**src/rtl/lsu_pkg.sv**
```systemverilog
// Shared types and default sizing for the load/store unit.
package lsu_pkg;

  localparam int LSU_DATA_W    = 24;
  localparam int LSU_MEM_DEPTH = 256;

  typedef enum logic [1:0] {
    IDLE   = 2'd0,
    ACCESS = 2'd1,
    RESP   = 2'd2
  } lsu_state_e;

endpackage

```
**src/rtl/lsu_req_fifo.sv**
```systemverilog
// Two-entry in-order request FIFO; head is visible combinationally on dout.
// A push when full is ignored; a push and a pop together leave count unchanged.
module lsu_req_fifo #(
  parameter int W = 49
) (
  input  logic         clk,
  input  logic         rst_n,
  input  logic         push,
  input  logic [W-1:0] din,
  input  logic         pop,
  output logic [W-1:0] dout,
  output logic [1:0]   count,
  output logic         full,
  output logic         empty
);

  logic [W-1:0] mem_q [2];
  logic [W-1:0] mem_d [2];
  logic         wr_ptr_q, wr_ptr_d;
  logic         rd_ptr_q, rd_ptr_d;
  logic [1:0]   count_q, count_d;
  logic         do_push, do_pop;

  assign full    = (count_q == 2'd2);
  assign empty   = (count_q == 2'd0);
  assign count   = count_q;
  assign dout    = mem_q[rd_ptr_q];
  assign do_push = push && !full;
  assign do_pop  = pop && !empty;

  always_comb begin
    mem_d    = mem_q;
    wr_ptr_d = wr_ptr_q;
    rd_ptr_d = rd_ptr_q;
    count_d  = count_q;
    if (do_push) begin
      mem_d[wr_ptr_q] = din;
      wr_ptr_d        = ~wr_ptr_q;
    end
    if (do_pop) begin
      rd_ptr_d = ~rd_ptr_q;
    end
    case ({do_push, do_pop})
      2'b10:   count_d = count_q + 2'd1;
      2'b01:   count_d = count_q - 2'd1;
      default: count_d = count_q;
    endcase
  end

  always_ff @(posedge clk) begin
    if (!rst_n) begin
      mem_q    <= '{default: '0};
      wr_ptr_q <= 1'b0;
      rd_ptr_q <= 1'b0;
      count_q  <= 2'd0;
    end else begin
      mem_q    <= mem_d;
      wr_ptr_q <= wr_ptr_d;
      rd_ptr_q <= rd_ptr_d;
      count_q  <= count_d;
    end
  end

endmodule

```
**src/rtl/load_store_unit.sv**
```systemverilog
// Load/store unit: queues requests, performs one memory access per request, returns one response each.
// Response 2 cycles after acceptance when idle; response fields hold while rsp_ready is low.
module load_store_unit
  import lsu_pkg::*;
#(
  parameter int DATA_W    = LSU_DATA_W,
  parameter int MEM_DEPTH = LSU_MEM_DEPTH
) (
  input  logic              clk,
  input  logic              rst_n,
  input  logic              req_valid,
  output logic              req_ready,
  input  logic              req_we,
  input  logic [DATA_W-1:0] req_addr,
  input  logic [DATA_W-1:0] req_wdata,
  output logic              rsp_valid,
  input  logic              rsp_ready,
  output logic [DATA_W-1:0] rsp_rdata,
  output logic              rsp_we,
  output logic              rsp_err,
  output logic [DATA_W-1:0] mem_addr,
  output logic [DATA_W-1:0] mem_din,
  output logic              mem_we,
  input  logic [DATA_W-1:0] mem_dout,
  output logic [7:0]        err_cnt
);

  typedef struct packed {
    logic              we;
    logic [DATA_W-1:0] addr;
    logic [DATA_W-1:0] wdata;
  } req_t;

  localparam int REQ_W = $bits(req_t);

  req_t              fifo_din, fifo_dout;
  req_t              cur_q, cur_d;
  lsu_state_e        state_q, state_d;
  logic [DATA_W-1:0] rsp_rdata_q, rsp_rdata_d;
  logic              rsp_we_q, rsp_we_d;
  logic              rsp_err_q, rsp_err_d;
  logic [7:0]        err_cnt_q, err_cnt_d;
  logic              fifo_push, fifo_pop, fifo_full, fifo_empty;
  logic [1:0]        fifo_count;
  logic              in_range;

  assign fifo_din  = '{we: req_we, addr: req_addr, wdata: req_wdata};
  assign fifo_push = req_valid && !fifo_full;
  assign req_ready = (fifo_count < 2'd2);
  assign in_range  = (cur_q.addr < DATA_W'(MEM_DEPTH));

  lsu_req_fifo #(.W(REQ_W)) u_req_fifo (
    .clk   (clk),
    .rst_n (rst_n),
    .push  (fifo_push),
    .din   (fifo_din),
    .pop   (fifo_pop),
    .dout  (fifo_dout),
    .count (fifo_count),
    .full  (fifo_full),
    .empty (fifo_empty)
  );

  always_comb begin
    state_d     = state_q;
    cur_d       = cur_q;
    rsp_rdata_d = rsp_rdata_q;
    rsp_we_d    = rsp_we_q;
    rsp_err_d   = rsp_err_q;
    err_cnt_d   = err_cnt_q;
    fifo_pop    = 1'b0;
    mem_we      = 1'b0;
    mem_addr    = '0;
    mem_din     = '0;
    case (state_q)
      IDLE: begin
        if (!fifo_empty) begin
          fifo_pop = 1'b1;
          cur_d    = fifo_dout;
          state_d  = ACCESS;
        end
      end
      ACCESS: begin
        mem_addr    = cur_q.addr;
        mem_din     = cur_q.wdata;
        // Reset gates the write so an in-flight store never commits during the reset cycle.
        mem_we      = cur_q.we && in_range && rst_n;
        rsp_we_d    = cur_q.we;
        rsp_err_d   = !in_range;
        rsp_rdata_d = (!cur_q.we && in_range) ? mem_dout : '0;
        if (!in_range && err_cnt_q != 8'hFF) begin
          err_cnt_d = err_cnt_q + 8'd1;
        end
        state_d = RESP;
      end
      RESP: begin
        if (rsp_ready) begin
          if (!fifo_empty) begin
            fifo_pop = 1'b1;
            cur_d    = fifo_dout;
            state_d  = ACCESS;
          end else begin
            state_d = IDLE;
          end
        end
      end
      default: state_d = IDLE;
    endcase
  end

  always_ff @(posedge clk) begin
    if (!rst_n) begin
      state_q     <= IDLE;
      cur_q       <= '0;
      rsp_rdata_q <= '0;
      rsp_we_q    <= 1'b0;
      rsp_err_q   <= 1'b0;
      err_cnt_q   <= 8'd0;
    end else begin
      state_q     <= state_d;
      cur_q       <= cur_d;
      rsp_rdata_q <= rsp_rdata_d;
      rsp_we_q    <= rsp_we_d;
      rsp_err_q   <= rsp_err_d;
      err_cnt_q   <= err_cnt_d;
    end
  end

  assign rsp_valid = (state_q == RESP);
  assign rsp_rdata = rsp_rdata_q;
  assign rsp_we    = rsp_we_q;
  assign rsp_err   = rsp_err_q;
  assign err_cnt   = err_cnt_q;

endmodule

```
**config.mk**
```make
export PLATFORM = sky130hd
export DESIGN_NAME = load_store_unit
export DESIGN_NICKNAME = d
export VERILOG_FILES = /design/src/rtl/lsu_pkg.sv /design/src/rtl/lsu_req_fifo.sv /design/src/rtl/load_store_unit.sv
export SDC_FILE = /design/constraint.sdc
export NUM_CORES = 1
export LEC_CHECK = 0
export ABC_CLOCK_PERIOD_IN_PS = 3020
export BUFFER_PORTS_ARGS = -buffer_cell sky130_fd_sc_hd__buf_2
export CORE_MARGIN = 5
export CORE_UTILIZATION = 59
export DETAILED_ROUTE_END_ITERATION = 6
export PLACE_DENSITY = 0.85
export SETUP_SLACK_MARGIN = 0.1
export SKIP_CTS_REPAIR_TIMING = 1
export SLEW_MARGIN = 40
export SYNTH_ARGS = -nofsm -noshare
export SYNTH_HDL_FRONTEND = slang
export SYNTH_SLANG_ARGS = --single-unit
```
**constraint.sdc**
```tcl
create_clock -name clk -period 3.02 [get_ports clk]
set_clock_uncertainty 0.15 [all_clocks]
set_input_delay 0.453 -clock clk [delete_from_list [all_inputs] [get_ports clk]]
set_output_delay 0.453 -clock clk [all_outputs]
set_load 0.02 [all_outputs]
```
# [After elaboration in Yosys (flattened, before gate mapping)]
# Index checks and enable logic that the tools add are counted.
[word_totals] ff_bits=187 word_cells=73 input_bits=77
[op_classes] addsub=3 bitwise=4 magnitude_cmp=5 reduce_logical=19 mux=21 eq_ne=8
[op_table] operator="49-bit two-way mux" n=6
[op_table] operator="98-bit bitwise mux" n=1
[op_table] operator="49-bit one-hot mux with 2 select lines" n=1
[op_table] operator="24-bit two-way mux" n=3
[op_table] operator="49-bit demux with 1-bit select" n=1
[op_table] operator="24-bit by 9-bit < comparator with 1-bit output, second input constant" n=1
[op_table] operator="8-bit by 1-bit adder with 8-bit output, second input constant" n=1
[op_table] operator="1-bit logical AND" n=8
[op_table] operator="8-bit != test, second input constant" n=1
[op_table] operator="2-bit == test, second input constant" n=3
[op_table] operator="2-bit one-hot mux with 3 select lines" n=1
[op_table] operator="2-bit AND reduction" n=3
[op_table] operator="2-bit by 1-bit == test with 1-bit output, second input constant" n=2
[op_table] operator="2-bit greater-or-equal comparator, second input constant" n=2
[op_table] operator="1-bit logical NOT" n=4
[op_table] operator="2-bit logical NOT" n=2
[op_table] operator="1-bit two-way mux" n=4
[op_table] operator="2-bit two-way mux" n=2
[op_table] operator="1-bit NOT with 2-bit output" n=2
[op_table] operator="2-bit one-hot mux with 2 select lines" n=1
[op_table] operator="2-bit nonzero test" n=2
[op_table] operator="2-bit by 1-bit adder with 2-bit output, second input constant" n=1
[op_table] operator="2-bit by 1-bit < comparator with 1-bit output, second input constant" n=1
[op_table] operator="2-bit < comparator, second input constant" n=1
[op_table] operator="other kinds (5)" n=6

# [Logic depth before layout (Yosys ltp)]
# Gate-level depths: netlist (run 1).
[depth] depth_word=7 depth_mapped=8 depth_no_buf=6

# [Hierarchy]
# A second synthesis (run 1) with hierarchy kept.
[unflattened] cells_unflattened=902 area_unflattened_um2=8051.5
[modules_own_cells] mod="lsu_req_fifo" instances=1 area_each_um2=4438.0 seq_area_each_um2=2042.0 cells_per_inst=450
[modules_own_cells] mod="load_store_unit" instances=1 area_each_um2=3613.5 seq_area_each_um2=1701.6 cells_per_inst=452

# [Worst setup path before layout (run 1)]
# No wires, ideal clock.
[synth_timing] path_kind="input to register" from="input port rsp_ready" to="register u_req_fifo.count_q[1], in the netlist u_req_fifo.count[1]" path_stages=7 n_path_buf=2 setup_slack_ps=970 arrival_time_ps=1829 t_required_ps=2800 cell_sequence="nor2b_1 nor3_1 buf_2 clkbuf_1 ha_1 or3_1 a21oi_1"
[synth_between] elab_chain_cells=5
[synth_rtl] element="start: declaration" line_no="load_store_unit.sv:17" source="input logic rsp_ready,"
[synth_rtl] element="1-bit two-way mux *" line_no="load_store_unit.sv:97" source="if (rsp_ready) begin"
[synth_rtl] element="1-bit one-hot mux with 2 select lines *" line_no="load_store_unit.sv:75" source="case (state_q)"
[synth_rtl] element="1-bit logical AND *" line_no="lsu_req_fifo.sv:29" source="assign do_pop = pop && !empty;"
[synth_rtl] element="via u_req_fifo.do_pop" line_no="lsu_req_fifo.sv:22" source="logic do_push, do_pop;"
[synth_rtl] element="2-bit by 1-bit == test with 1-bit output or 2-bit == test (tied branches)" line_no="lsu_req_fifo.sv:43" source="case ({do_push, do_pop})"
[synth_rtl] element="2-bit one-hot mux with 2 select lines or 2-bit nonzero test (tied branches)"
[synth_rtl] element="end signal: assignment" line_no="lsu_req_fifo.sv:60" source="count_q <= count_d;"
[synth_rtl] element="end: declaration" line_no="lsu_req_fifo.sv:21" source="logic [1:0] count_q, count_d;"
# The timed path passes the listed nets; every way through them passes the cells marked *.
# A chain may end at the register's enable or synchronous reset.

# [Worst setup path after layout (run 1)]
[layout_timing] from="register cur_q[34] (netlist name)" to="output port mem_we"
[layout_between] elab_chain_cells=4
[layout_rtl] element="start: declaration" line_no="load_store_unit.sv:37" source="req_t cur_q, cur_d;"
[layout_rtl] element="start signal: assignment" line_no="load_store_unit.sv:121" source="cur_q <= cur_d;"
[layout_rtl] element="24-bit by 9-bit < comparator with 1-bit output" line_no="load_store_unit.sv:50" source="assign in_range = (cur_q.addr < DATA_W'(MEM_DEPTH));"
[layout_rtl] element="1-bit logical AND (2 in a row)" line_no="load_store_unit.sv:87" source="mem_we = cur_q.we && in_range && rst_n;"
[layout_rtl] element="1-bit two-way mux" line_no="load_store_unit.sv:75"
[layout_rtl] element="end: declaration" line_no="load_store_unit.sv:23" source="output logic mem_we,"
# No other way between the ends.

==> flow_summary.yaml, run 1 <==
status:
  status: "finished, final reports clean"
sta:
  maxClockFrequency_mhz: 383
  slew_violations: 0
  finalHoldViolCount: 0
  final.setup.worst_slack_ns: 0.412
  min_period_ns: 2.61
  period_share_pct: 86.3
  setup_tns_ns: 0
  rsz0062_at_grt: "no"
  tightestPinTransition_ns: 0.803
  setup-violations-final: 0
  relSlewSlack_pct: 46.5
  whs_ns: 0.118
worst_hold_path:
  hold_depth: 3
  min_from: "req_addr[17]"
  min_path_type: "in2reg"
run:
  cap_violations: 0
synth:
  synthTopCellsByArea: "dfxtp_1, nand2_1, a21oi_1"
  synthCells: 907
  synth_top_area_share_pct: 49.0
  syn_area_per_cell_um2: 8.43
  netlist_area_mm2: 0.00764
  ys_ff_latch: 187
  synth_top_cell_by_area: "dfxtp_1"
  syn_nets: 986
  synth.distinct_cells: 38
  yosysMostFrequentCell: "nand2_1"
  synth_edf_count: 0
  synth.yosys.seq_area_share_pct: 49.0
  ys_warn_count: 0
  synthFlopType: "dfxtp_1"
  synthTopCellsByCount: "nand2_1, dfxtp_1, a21oi_1"
  ys_async_sr_fraction_pct: 0
critical_path:
  cp-startpoint: "cur_q[34]"
  required_ns: 2.42
  path_class: "reg2out"
  cp-end-kind: "output pin"
  r2r_cells: 5
  slowest_delay_ns: 0.48
  path_cells: "nor4_2 > and4_1 > and2_1 > and3_1 > buf_2"
  critPathMaxFanout: 3
  slowest_stage: "nor4_2"
  start_kind: "flop"
  arrival_ns: 2.00
  reg2reg_from: "u_req_fifo.count[0]"
pwr:
  ir_worst_vdd_v: 0.000453
  power.share.combinational_pct: 29.0
  p_leak_uw: 0.00360
  power_switching_share_pct: 34.3
  pwr-share-seq_pct: 42.7
  powerDensity_mw_per_mm2: 868
  switchingPower_uw: 2720
  power_frac_clock_pct: 28.4
  p_int_uw: 5210
detailed_routing:
  ant_nets: 0
  routed-via-count: 6590
  post_drt_via_cell_ratio: 5.44
  drc: 0
  wl_per_cell_um: 15.1
  drtIter0Drc: 426
  dr.pass1.iters: 5
  wl_um: 18300
global_route:
  grt-ovfl-total: 0
  grt_pass1_vias: 6049
  grtUsageTotal_pct: 23.7
  grt_first_pass_wirelength_um: 28900
  antenna_found_initial: 2
  grt_max_degree: 100
layout:
  final_nets: 1105
  fin_area_mm2: 0.00914
  final_layout_size_suffix_gt1_share_pct: 21.6
  fill_cells: 996
  area_delta_synth_final_pct: 19.5
cts:
  htree_levels: 4
  clk_latency_ns: 0.43
  cts_buffer_depth: 2
  clock-sinks: 187
  numCtsBuffers: 17
  cts_tree: "yes"
  clk_pin_slew_ns: 0.07
  root_buffer: "clkbuf_16"
die:
  io_pins: 162
  rows: 41
  core-area_mm2: 0.0127
  start_util_pct: 60.3
  fp.dieH_um: 124
  die_w_um: 124
  die_area_mm2: 0.0153
place:
  postPlaceCellArea_mm2: 0.00853
  io_buffer_count: 161
  place_ws_ns: 0.901
  hpwl_um: 11700
  gp_congestion: 0.806
==> per-stage QoR <==
stage	cells	utilization (%)	total power (µW)
after floorplan	907	-	5120
after global placement	1178	67.1	5630
after detailed placement	1179	67.3	5710
after CTS	1211	72.1	7960
after global routing	1212	72.1	8400
final	1212	72.1	7930
==> power by group through the flow <==
stage,clock network (µW),logic [µW],registers [µW]
global route,2400,2550,3450
global placement,0,2170,3450
floorplan,0,1830,3300
finish,2250,2300,3380
detailed placement,0,2290,3430
CTS,2280,2300,3380
==> flip-flops by register name, summed over array words and instances (netlist names) <==
name                 cells
rsp_err                  1
rsp_we                   1
u_req_fifo.rd_ptr_q      1
rsp_rdata               24
cur_q                   49
u_req_fifo.mem_q        98
err_cnt                  8
u_req_fifo.wr_ptr_q      1
u_req_fifo.count         2
state_q                  2
==> critical path: cells and delay by family, from the launching register on <==
kind / cells / cell delay, ns
buffers and inverters: 1 / 0.16
DFF: 1 / 0.33
and+or+nand+nor: 4 / 1.09
==> kinds of logic after synthesis <==
logic type               count (synthesis)  synth area share (%)
AND/OR/NAND/NOR                        393                  24.2
adder cells (fa/ha/maj)                  2                 0.327
flip-flops                             187                  49.0
XOR/XNOR                                 3                 0.344
buffers and inverters                   81                  4.98
multiplexers                            54                  7.07
AO/OA/AOI/OAI                          187                  14.1
==> cell usage in the layout (no fill, tap or decap), types with 3 or more instances in the layout <==
cell type	count
nand3_1	3
a211oi_1	49
dfxtp_1	186
nor4_2	6
clkinv_2	4
buf_12	6
clkbuf_16	18
nand2_1	232
and2_1	49
inv_1	3
nor2_1	54
nand2b_1	6
buf_2	161
a21oi_1	129
o21ai_0	4
clkbuf_8	3
nand4b_1	24
mux2i_1	54
buf_4	10
==> worst paths after layout <==
| kind | to | slack, ns |
|---|---|---|
| max | mem_we | 0.41 |
| min | u_req_fifo.mem_q[41] | 0.12 |
| max reg2reg | u_req_fifo.mem_q[68] | 0.88 |
| min reg2reg | rsp_rdata[16] | 0.30 |
==> area by class of cell <==
| cell class | instances | area (µm²) | share of cell area [%] |
|---|---|---|---|
| diodes | 1 | 2.50 | 0.0274 |
| clock buffers | 22 | 495 | 5.42 |
| clock inverters | 10 | 113 | 1.23 |
| inverters | 4 | 17.5 | 0.192 |
| multi-input cells | 639 | 3550 | 38.8 |
| flip-flops and latches | 187 | 3750 | 41.0 |
| well taps | 172 | 215 | 2.36 |
| repair buffers | 177 | 1000 | 11.0 |
==> routing by layer <==
layer | wire, µm | track usage (%) | vias to the layer above
met3 | 1220 | 4.41 | 29
met5 | 11 | 0 | -
met1 | 7980 | 30.9 | 3039
met4 | 372 | 9.00 | 2
met2 | 8690 | 39.2 | 223
li1 | - | - | 3297
Note: power is estimated with default switching activity, not from simulation.
==> inputs of run 2 (changes only) <==
--- a/constraint.sdc
+++ b/constraint.sdc
@@ -3,3 +3,3 @@
 set_input_delay 0.453 -clock clk [delete_from_list [all_inputs] [get_ports clk]]
 set_output_delay 0.453 -clock clk [all_outputs]
-set_load 0.02 [all_outputs]
+set_load 0.05 [all_outputs]
==> run 2 against run 1 <==
Global-route usage is 0.15 points lower. Critical endpoint unchanged. Die area stayed put. Core utilization is 0.12 points lower. Sequential share of layout area is 0.067 points higher. Sequential cell count stayed put. Via count is 0.91% higher. Clock power is 2% higher. Critical path depth stayed put. Register-to-register slack better by 0.11 ns. Routed wire length is 0.22% higher.
==> flow_summary.yaml, run 2 (synthesis gave the netlist of run 1 again) <==
critical_path:
  critPathMaxFanout: 3
  start_kind: "flop"
  path_class: "reg2out"
  required_ns: 2.42
  arrival_ns: 2.06
  slowest_stage: "nor4_2"
  slowest_delay_ns: 0.44
  path_cells: "nor4_2 > and4_1 > and2_1 > and3_1 > buf_2"
  cp-end-kind: "output pin"
die:
  core-area_mm2: 0.0127
  fp.dieH_um: 124
  rows: 41
  die_w_um: 124
  die_area_mm2: 0.0153
  start_util_pct: 60.3
  io_pins: 162
sta:
  relSlewSlack_pct: 48.6
  whs_ns: 0.114
  min_period_ns: 2.67
  rsz0062_at_grt: "no"
  slew_violations: 0
  setup-violations-final: 0
  maxClockFrequency_mhz: 375
  period_share_pct: 88.3
  setup_tns_ns: 0
  finalHoldViolCount: 0
  tightestPinTransition_ns: 0.772
layout:
  regMostFlops: "u_req_fifo.mem_q"
  multi_input_area_mm2: 0.00355
  fin_area_mm2: 0.00912
  final_layout_size_suffix_gt1_share_pct: 21.4
  postLayoutCoreUtil_pct: 72.0
  fin_cells: 1214
  final_common_cell: "nand2_1"
  regArea_mm2: 0.00375
  largest_register_ffs: 98
  final_cell_mix: "nand2_1, dfxtp_1, buf_2, a21oi_1"
  area_delta_synth_final_pct: 19.3
  fill_cells: 1012
  final_nets: 1107
global_route:
  grt_first_pass_wirelength_um: 28700
  busiest_layer: "met2"
  grt_pass1_vias: 6032
  antenna_found_initial: 2
  gr-usage-met1_pct: 30.3
  grt_max_degree: 106
  grtUsageTotal_pct: 23.6
  grt-ovfl-total: 0
  grt.met3_usage_pct: 5.45
  grtUsageMet2_pct: 38.5
detailed_routing:
  wl_um: 18300
  drtIter0Drc: 431
  wl_per_cell_um: 15.1
  post_drt_via_cell_ratio: 5.48
  routed-via-count: 6650
  drc: 0
  dr.pass1.iters: 5
  ant_nets: 0
pwr:
  ir_worst_vdd_v: 0.000479
  p_leak_uw: 0.00361
  powerDensity_mw_per_mm2: 900
place:
  postPlaceCellArea_mm2: 0.00850
  io_buffer_count: 161
  dp.cells: 1181
  gp_congestion: 0.782
  hpwl_um: 11700
cts:
  cts_tree: "yes"
  htree_levels: 4
  cts_buffer_depth: 2
  clock-sinks: 187
  clk_pin_slew_ns: 0.07
  clk_latency_ns: 0.43
  root_buffer: "clkbuf_16"
  numCtsBuffers: 17
status:
  status: "finished, final reports clean"
worst_hold_path:
  min_path_type: "in2reg"
run:
  cap_violations: 0
==> run 2: layout make-up <==
type | count | area share [%]
Antenna cell | 1 | 0.0274
Clock buffer | 26 | 5.58
Clock inverter | 6 | 1.17
Inverter | 4 | 0.192
Multi-Input combinational cell | 639 | 38.9
Sequential cell | 187 | 41.1
Tap cell | 172 | 2.36
Timing Repair Buffer | 179 | 10.7
==> run 2: critical path: cells and delay by family, from the launching register on <==
| kind | cells | cell delay, ns |
|---|---|---|
| DFF | 1 | 0.33 |
| buffers and inverters | 1 | 0.27 |
| and+or+nand+nor | 4 | 1.03 |
==> run 2: per-layer routing <==
metal  vias up  share of wire (%)
met5         -              0.060
met2       217                 48
li1       3314                  -
met3        31                7.2
met4         2                2.3
met1      3086                 43
==> run 2: where the power goes <==
| part | switching (µW) | total (µW) | internal (µW) | leakage [µW] |
|---|---|---|---|---|
| logic | 1670 | 2550 | 880 | 0.00177 |
| registers | 368 | 3360 | 2990 | 0.00153 |
| clock network | 891 | 2300 | 1410 | 0.000305 |
==> run 2: final timing paths <==
path | start | endpoint | slack (ns) | cells after the start
setup / recovery | cur_q[34] | mem_we | 0.35 | 5
hold reg to reg | rsp_rdata[1] | rsp_rdata[1] | 0.30 | 2
hold / removal | req_wdata[23] | u_req_fifo.mem_q[72] | 0.11 | 3
setup reg to reg | u_req_fifo.count[0] | u_req_fifo.mem_q[71] | 0.99 | 5
==> run 2: metrics by stage <==
stage,setup WS (ns),power (µW)
2_1_floorplan,0.869,5370
3_3_place_gp,0.833,5860
3_5_place_dp,0.805,5940
4_1_cts,0.359,8240
5_1_grt,0.267,8660
6_report,0.354,8210
==> inputs of run 3 (changes only) <==
CORE_ASPECT_RATIO = 2   (was unset)
PLACE_DENSITY = 0.94   (was 0.85)
==> run 3 against run 2 <==
Hold slack better by 0.011 ns. Via count is 2.2% higher. Clock power up 3%. Count of clock-buffer cells in the layout is 6 lower. Non-clock buffer count is 2 lower. Critical path depth decreased by 1. Sequential power about the same. Setup slack got worse by 0.13 ns. Largest cell class unchanged. Highest routed layer is now met4.
==> flow_summary.yaml, run 3 (synthesis gave the netlist of run 1 again) <==
critical_path:
  cp-end-kind: "output pin"
  start_kind: "flop"
  arrival_ns: 2.19
  path_class: "reg2out"
  slowest_delay_ns: 0.51
  slowest_stage: "dfxtp_1"
  required_ns: 2.42
  critPathMaxFanout: 23
  path_cells: "nor2b_4 > buf_4 > and2_1 > buf_2"
detailed_routing:
  drc: 0
  ant_nets: 0
  routed-via-count: 6799
  drtIter0Drc: 427
  post_drt_via_cell_ratio: 5.69
  wl_per_cell_um: 16.3
  wl_um: 19500
  dr.pass1.iters: 6
sta:
  setup-violations-final: 0
  tightestPinTransition_ns: 0.769
  rsz0062_at_grt: "no"
  period_share_pct: 92.6
  slew_violations: 0
  final.setup.worst_slack_ns: 0.223
  min_period_ns: 2.80
  relSlewSlack_pct: 48.7
  finalHoldViolCount: 0
  maxClockFrequency_mhz: 357
  setup_tns_ns: 0
place:
  place_ws_ns: 0.585
  hpwl_um: 12400
  io_buffer_count: 161
  gp_congestion: 0.785
die:
  rows: 59
  die_area_mm2: 0.0155
  die_w_um: 90.5
  io_pins: 162
  start_util_pct: 59.5
  core-area_mm2: 0.0128
  fp.dieH_um: 171
global_route:
  antenna_found_initial: 2
  grt_first_pass_wirelength_um: 31100
  grtUsageTotal_pct: 24.1
  grt-ovfl-total: 0
  grt_pass1_vias: 6713
  grt_max_degree: 100
layout:
  final_common_cell: "nand2_1"
  largest_register_ffs: 98
  final_cell_mix: "nand2_1, dfxtp_1, buf_2, a21oi_1"
  final_layout_size_suffix_gt1_share_pct: 21.5
  final_nets: 1106
  regMostFlops: "u_req_fifo.mem_q"
  area_delta_synth_final_pct: 19.9
cts:
  clock-sinks: 187
  clk_pin_slew_ns: 0.07
  numCtsBuffers: 17
  cts_buffer_depth: 2
  root_buffer: "clkbuf_16"
  clk_latency_ns: 0.42
  htree_levels: 4
  cts_tree: "yes"
pwr:
  powerDensity_mw_per_mm2: 915
  ir_worst_vdd_v: 0.000732
  p_leak_uw: 0.00361
worst_hold_path:
  min_path_type: "in2reg"
status:
  status: "finished, final reports clean"
run:
  cap_violations: 0
[run 3: cell count changes in the layout (fill, tap and decap cells not counted), sizes merged]
| cell | change |
|---|---|
| clkinvlp | +2 |
| bufinv | +1 |
| clkinv | +1 |
| buf | -2 |
| nor2b | +1 |
| clkbuf | -6 |
| diode | +1 |
| inv | +2 |
[run 3: cell type report]
type	count	area [µm²]
fill	943	3680
clock inverter	12	188
timing repair buffer	177	1010
antenna	2	5.00
clock buffer	20	447
tap	152	190
inverter	4	17.5
sequential	187	3750
multi-input combinational	640	3550
[run 3: power by group]
part / switching [µW] / internal, µW
combinational: 1720 / 896
sequential: 393 / 2990
clock: 961 / 1420
total: 3080 / 5310
[run 3: metal layers]
metal | global-route usage [%] | part of all wire, % | vias to the layer above
li1 | - | - | 3301
met1 | 27.5 | 39 | 3200
met2 | 42.3 | 53 | 256
met3 | 5.81 | 6.2 | 42
met4 | 11.1 | 2.5 | 0
met5 | 0 | 0 | -
[run 3: through the flow]
step | hold WS [ns] | std cells | power, µW | cell area [µm²] | utilization (%)
6_report | 0.125 | 1194 | 8380 | 9160 | 71.3
5_1_grt | 0.110 | 1194 | 8810 | 9160 | 71.3
4_1_cts | 0.114 | 1191 | 8380 | 9150 | 71.2
3_5_place_dp | 0.292 | 1159 | 5990 | 8510 | 66.3
3_3_place_gp | 0.285 | 1158 | 5870 | 8490 | 66.1
2_1_floorplan | 0.286 | 907 | 5370 | 7640 | -
[run 3: critical path, delay by kind of cell (launching register included)]
| family | cells | cell delay, ns |
|---|---|---|
| simple gates | 2 | 0.65 |
| buf+inv | 2 | 0.59 |
| flops | 1 | 0.51 |
[run 3: path summary, 6_finish.rpt]
check                      startpoint                   end  slack (ns)  depth (start not counted)
hold reg to reg         rsp_rdata[11]         rsp_rdata[11]        0.30                          2
setup reg to reg  u_req_fifo.count[0]  u_req_fifo.mem_q[54]        0.97                          5
hold / removal            req_addr[0]  u_req_fifo.mem_q[24]        0.13                          3
setup / recovery           state_q[0]            mem_din[8]        0.22                          4
